===== config.mk =====
export PLATFORM = sky130hd
export DESIGN_NAME = beat_pingpong_writer
export DESIGN_NICKNAME = d
export VERILOG_FILES = /design/src/rtl/beatmap_pkg.sv /design/src/rtl/beat_pingpong_writer_flags.sv /design/src/rtl/beat_pingpong_writer.sv
export SDC_FILE = /design/constraint.sdc
export NUM_CORES = 1
export LEC_CHECK = 0
export BUFFER_PORTS_ARGS = -buffer_cell sky130_fd_sc_hd__buf_2
export CAP_MARGIN = 20
export CORE_ASPECT_RATIO = 1.4
export CORE_UTILIZATION = 55
export DETAILED_ROUTE_END_ITERATION = 16
export GPL_TIMING_DRIVEN = 1
export PLACE_DENSITY_LB_ADDON = 0.25
export RECOVER_POWER = 25
export SKIP_CTS_REPAIR_TIMING = 1
export SLEW_MARGIN = 20
export SYNTH_ARGS = -nofsm -noshare
export SYNTH_HDL_FRONTEND = slang
export SYNTH_SLANG_ARGS = --single-unit

===== constraint.sdc =====
create_clock -name clk -period 3.25 [get_ports clk]
set_input_delay 0.4875 -clock clk [delete_from_list [all_inputs] [get_ports clk]]
set_output_delay 0.4875 -clock clk [all_outputs]
set_load 0.05 [all_outputs]

===== src/rtl/beatmap_pkg.sv =====
// Shared widths, FSM encoding and bank indices for the beatmap ping-pong RAM pair.
package beatmap_pkg;

  localparam int BEAT_DATA_W = 8;
  localparam int BEAT_ADDR_W = 5;
  localparam int BEAT_DEPTH  = 32;

  typedef enum logic {
    FILL      = 1'b0,
    WAIT_FREE = 1'b1
  } wr_state_t;

  localparam logic BANK_RAM1 = 1'b0;
  localparam logic BANK_RAM2 = 1'b1;

  function automatic logic other_bank(input logic bank);
    return ~bank;
  endfunction

endpackage


===== src/rtl/beat_pingpong_writer_flags.sv =====
// Reader-ownership flags and latched lengths for the two banks.
// Len latches one edge after handover, full one edge later; release takes effect on the next edge.
module pingpong_bank_flags
  import beatmap_pkg::*;
#(
  parameter int ADDR_W = BEAT_ADDR_W
) (
  input  logic              clk,
  input  logic              reset,
  input  logic              hand_vld,
  input  logic              hand_bank,
  input  logic [ADDR_W:0]   hand_len,
  input  logic [1:0]        rd_release,
  output logic [1:0]        bank_full,
  output logic [1:0]        full_nxt,
  output logic [ADDR_W:0]   bank1_len,
  output logic [ADDR_W:0]   bank2_len
);

  logic [1:0] pend;

  // A pending set always wins; a release only affects a bank the reader already owns.
  assign full_nxt = pend | (bank_full & ~rd_release);

  always_ff @(posedge clk) begin
    if (reset) begin
      pend      <= '0;
      bank_full <= '0;
      bank1_len <= '0;
      bank2_len <= '0;
    end else begin
      pend      <= '0;
      bank_full <= full_nxt;
      if (bank_full[BANK_RAM1] && rd_release[BANK_RAM1]) begin
        bank1_len <= '0;
      end
      if (bank_full[BANK_RAM2] && rd_release[BANK_RAM2]) begin
        bank2_len <= '0;
      end
      if (hand_vld) begin
        pend[hand_bank] <= 1'b1;
        if (hand_bank == BANK_RAM1) begin
          bank1_len <= hand_len;
        end else begin
          bank2_len <= hand_len;
        end
      end
    end
  end

endmodule


===== src/rtl/beat_pingpong_writer.sv =====
// Fills ram1/ram2 alternately from a valid/ready beat stream and hands full banks to the reader.
// Write strobe one cycle after accept; in_ready drops while the next bank is still owned by the reader.
module beat_pingpong_writer
  import beatmap_pkg::*;
#(
  parameter int DATA_W = BEAT_DATA_W,
  parameter int ADDR_W = BEAT_ADDR_W,
  parameter int DEPTH  = BEAT_DEPTH
) (
  input  logic              clk,
  input  logic              reset,
  input  logic              in_valid,
  input  logic [DATA_W-1:0] in_data,
  output logic              in_ready,
  input  logic              flush,
  input  logic [1:0]        rd_release,
  output logic              ram1_write_en,
  output logic [ADDR_W-1:0] ram1_write_address,
  output logic [DATA_W-1:0] ram1_write_data,
  output logic              ram2_write_en,
  output logic [ADDR_W-1:0] ram2_write_address,
  output logic [DATA_W-1:0] ram2_write_data,
  output logic [1:0]        bank_full,
  output logic [ADDR_W:0]   bank1_len,
  output logic [ADDR_W:0]   bank2_len,
  output logic              wr_bank
);

  localparam int LEN_W = ADDR_W + 1;

  wr_state_t         state;
  logic [ADDR_W-1:0] wr_ptr;
  logic              accept;
  logic              handover;
  logic [ADDR_W:0]   fill_len;
  logic [1:0]        full_nxt;

  assign accept   = in_valid & in_ready;
  assign fill_len = {1'b0, wr_ptr} + LEN_W'(accept);
  // Flush of an empty bank is a no-op; a same-cycle accept makes the bank non-empty.
  assign handover = (accept && (wr_ptr == ADDR_W'(DEPTH - 1)))
                  || (flush && ((wr_ptr != '0) || accept));

  always_ff @(posedge clk) begin
    if (reset) begin
      state              <= FILL;
      wr_bank            <= BANK_RAM1;
      wr_ptr             <= '0;
      in_ready           <= 1'b0;
      ram1_write_en      <= 1'b0;
      ram1_write_address <= '0;
      ram1_write_data    <= '0;
      ram2_write_en      <= 1'b0;
      ram2_write_address <= '0;
      ram2_write_data    <= '0;
    end else begin
      ram1_write_en <= accept && (wr_bank == BANK_RAM1);
      ram2_write_en <= accept && (wr_bank == BANK_RAM2);
      if (accept && (wr_bank == BANK_RAM1)) begin
        ram1_write_address <= wr_ptr;
        ram1_write_data    <= in_data;
      end
      if (accept && (wr_bank == BANK_RAM2)) begin
        ram2_write_address <= wr_ptr;
        ram2_write_data    <= in_data;
      end

      case (state)
        FILL: begin
          if (handover) begin
            wr_bank <= other_bank(wr_bank);
            wr_ptr  <= '0;
            // The next bank may still be held by the reader, or be about to be handed over.
            if (full_nxt[other_bank(wr_bank)]) begin
              state    <= WAIT_FREE;
              in_ready <= 1'b0;
            end else begin
              state    <= FILL;
              in_ready <= 1'b1;
            end
          end else begin
            if (accept) begin
              wr_ptr <= wr_ptr + ADDR_W'(1);
            end
            in_ready <= 1'b1;
          end
        end
        WAIT_FREE: begin
          if (!full_nxt[wr_bank]) begin
            state    <= FILL;
            in_ready <= 1'b1;
          end else begin
            in_ready <= 1'b0;
          end
        end
        default: begin
          state    <= FILL;
          in_ready <= 1'b0;
        end
      endcase
    end
  end

  pingpong_bank_flags #(
    .ADDR_W(ADDR_W)
  ) u_flags (
    .clk       (clk),
    .reset     (reset),
    .hand_vld  (handover),
    .hand_bank (wr_bank),
    .hand_len  (fill_len),
    .rd_release(rd_release),
    .bank_full (bank_full),
    .full_nxt  (full_nxt),
    .bank1_len (bank1_len),
    .bank2_len (bank2_len)
  );

endmodule


==> summary.txt <==
Status
  – Outcome: finished, final reports clean

Floorplan
  – I/O pins: 58
  – Die W: 54.5 um
  – Rows: 26
  – Die height: 75.5 um
  – Core ar.: 3680 um^2
  – Initial core utilization: 57.8%
  – Die ar.: 4120 um^2

Clock network
  – Num CTS Buffers: 5
  – Root Buffer: clkbuf_8
  – CTS Buffer Depth: 2
  – Clk Latency, worst-skew pair: 0.31 ns
  – Clock sinks: 52
  – Reg clk slew, reported paths: 0.09 ns
  – CTS H-tree lvls: 2
  – CTS tree: built

Cells and area
  – Share of cells above drive strength 1: 15.6%
  – Antenna cells: 0
  – Final nets: 327
  – Final non-filler cell total: 349
  – Layout area overhead: 16.7%

Logic synthesis
  – Syn Std Cell Area: 2120 um^2
  – Distinct cells, synth: 35
  – Sequential-to-total area share from yosys stat: 49.0%
  – Post-synth top area cell: dfxtp_1
  – EDFF count, synth: 0
  – Synth top area share: 49.0%
  – Synthesized instance count: 256
  – Top_reg_cell synth: dfxtp_1
  – Syn_area_per_cell: 8.29 um^2
  – Synthesis-stage register bit count: 52
  – Syn Nets: 275
  – Synthesis Warnings: 0
  – Synth area leaders: dfxtp_1 49%, nand2_1 12%, a21oi_1 9.2%
  – Async S/R FF share, synth: 0%

Timing
  – Final Hold Fails: 0
  – Unrepaired setup endpoints after global routing: false
  – Ratio of final minimum period to clock period: 63.8%
  – Slew @ Worst Pin: 0.999 ns
  – # setup viols final: 0
  – Setup TNS: 0 ns
  – Fin crit period: 2.07 ns
  – F_max: 482 MHz
  – Slew headroom: 33.4%
  – Max Slew Vio Count: 0
  – Final Skew: 0.00584 ns

Setup path
  – Required @ worst endpoint: 3.40 ns
  – Startpoint class of the critical path: register
  – Setup CP Type: register to register
  – CP Capture Type: register
  – CP max FO: 9
  – Arrival time of the worst setup path: 2.23 ns

Place
  – Placed insts: 343
  – Routability-driven placement congestion ratio: 0.839
  – Port Buffers: 57
  – Placed wire-length estimate: 3360 um

Worst hold path
  – Hold WC Path Type: primary input to register

Route
  – Routed vias/inst: 5.49
  – Final WL: 4640 um
  – ANT nets after route: 0
  – First-pass detailed-route iteration total: 4
  – Wire per inst: 13.3 um
  – Drt drc: 0
  – DR vias: 1917
  – 1st-iter DRT viols: 51

GRT
  – First-pass GRT wire length: 7330 um
  – Gr usage total: 24.7%
  – Largest net degree at the start of global routing: 27
  – Vias in the first global route: 1694
  – Initial antenna violation count: 0
  – Grt total ovfl: 0

Power
  – Total power: 1.36 mW
  – PwrDens: 550 nW/um^2
  – Static Leakage: 0.975 nW
  – Peak supply drop: 371 uV

Run
  – Max_cap viols: 0
[through the flow]
stage	utilization (%)	hold WS (ns)	cell area (um^2)	setup slack [ns]
finish	67.4	0.429	2480	1.18
global route	67.4	0.422	2480	0.886
CTS	68.2	0.425	2510	1.21
detailed placement	65.5	0.444	2410	1.26
global placement	65.5	0.438	2410	1.36
floorplan	-	0.504	2120	1.37
[power breakdown]
group	total [mW]	internal, mW	switching, mW
clock network	0.414	0.221	0.193
registers	0.698	0.664	0.0331
logic	0.251	0.0775	0.173
total	1.36	0.963	0.399
[worst max-delay path, stage by stage (launching register included)]
cell	delay, ns
dfxtp_1	0.49
ha_1	0.21
inv_1	0.06
nor2_1	0.11
ha_1	0.22
o211ai_1	0.14
o22ai_1	0.39
a21boi_0	0.23
nor3_1	0.07
[synthesized netlist by cell type, types with 2 or more instances]
cell      number
mux2i_1        2
clkbuf_1       9
o21ba_2        2
o21ai_0        4
nor2_1        13
nor2b_1        2
ha_1           5
o22ai_1        3
buf_2          3
nand2b_1       2
xnor2_1        4
o22a_1         2
o211ai_1       3
dfxtp_1       52
nor3b_1        2
inv_1          5
a21oi_1       39
nand2_1       69
a221oi_1       2
nand3_1       18
[final timing paths]
check | startpoint | end | slack [ns] | cells past startpoint
setup reg to reg | wr_ptr[1] | in_ready | 1.18 | 8
setup / recovery | wr_ptr[1] | in_ready | 1.18 | 8
hold / removal | in_data[1] | ram2_write_data[1] | 0.43 | 3
hold reg to reg | ram1_write_data[3] | ram1_write_data[3] | 0.45 | 2
[registers in the layout, summed over array words and instances (netlist names)]
name	count
in_ready	1
wr_bank	1
wr_ptr	5
ram1_write_en	1
u_flags.bank_full	2
u_flags.bank1_len	6
ram2_write_en	1
state	1
ram2_write_data	8
ram1_write_data	8
ram1_write_address	5
u_flags.pend	2
ram2_write_address	5
u_flags.bank2_len	6
[cell usage in the layout (no fill, tap or decap), types with 2 or more instances in the layout]
master,count
nand2b_1,2
nand2_1,69
nor2b_1,2
clkbuf_1,23
ha_1,5
nor2_1,13
clkbuf_8,5
a221oi_1,2
nand3_1,18
o211ai_1,3
mux2i_1,2
xnor2_1,4
o21ai_0,4
buf_2,34
o22ai_1,3
o22a_1,2
nor3b_1,2
a21oi_1,39
inv_1,5
dfxtp_1,52
[layout make-up]
cell class / instances / area, um^2
Multi-Input combinational cell: 186 / 1000
Fill cell: 337 / 1200
Clock inverter: 1 / 30.0
Tap cell: 42 / 52.6
Inverter: 5 / 18.8
Timing Repair Buffer: 58 / 264
Sequential cell: 52 / 1040
Clock buffer: 5 / 68.8
[metal layers]
layer  GRT usage, %  part of all wire (%)  wire [um]
met1           28.2                    40       1840
met3           4.99                   5.5        255
met5              0                     0          0
met4           10.8                   1.9         87
met2           43.2                    53       2450
[cell families after synthesis]
| family | after synthesis | share of synthesized area [%] |
|---|---|---|
| AO/OA/AOI/OAI | 60 | 17.0 |
| buffers and inverters | 18 | 3.71 |
| flip-flops | 52 | 49.0 |
| XOR/XNOR | 5 | 2.06 |
| AND/OR/NAND/NOR | 114 | 24.3 |
| multiplexers | 2 | 0.943 |
| adder cells (fa/ha/maj) | 5 | 2.95 |
Note: power is estimated with default switching activity, not from simulation.
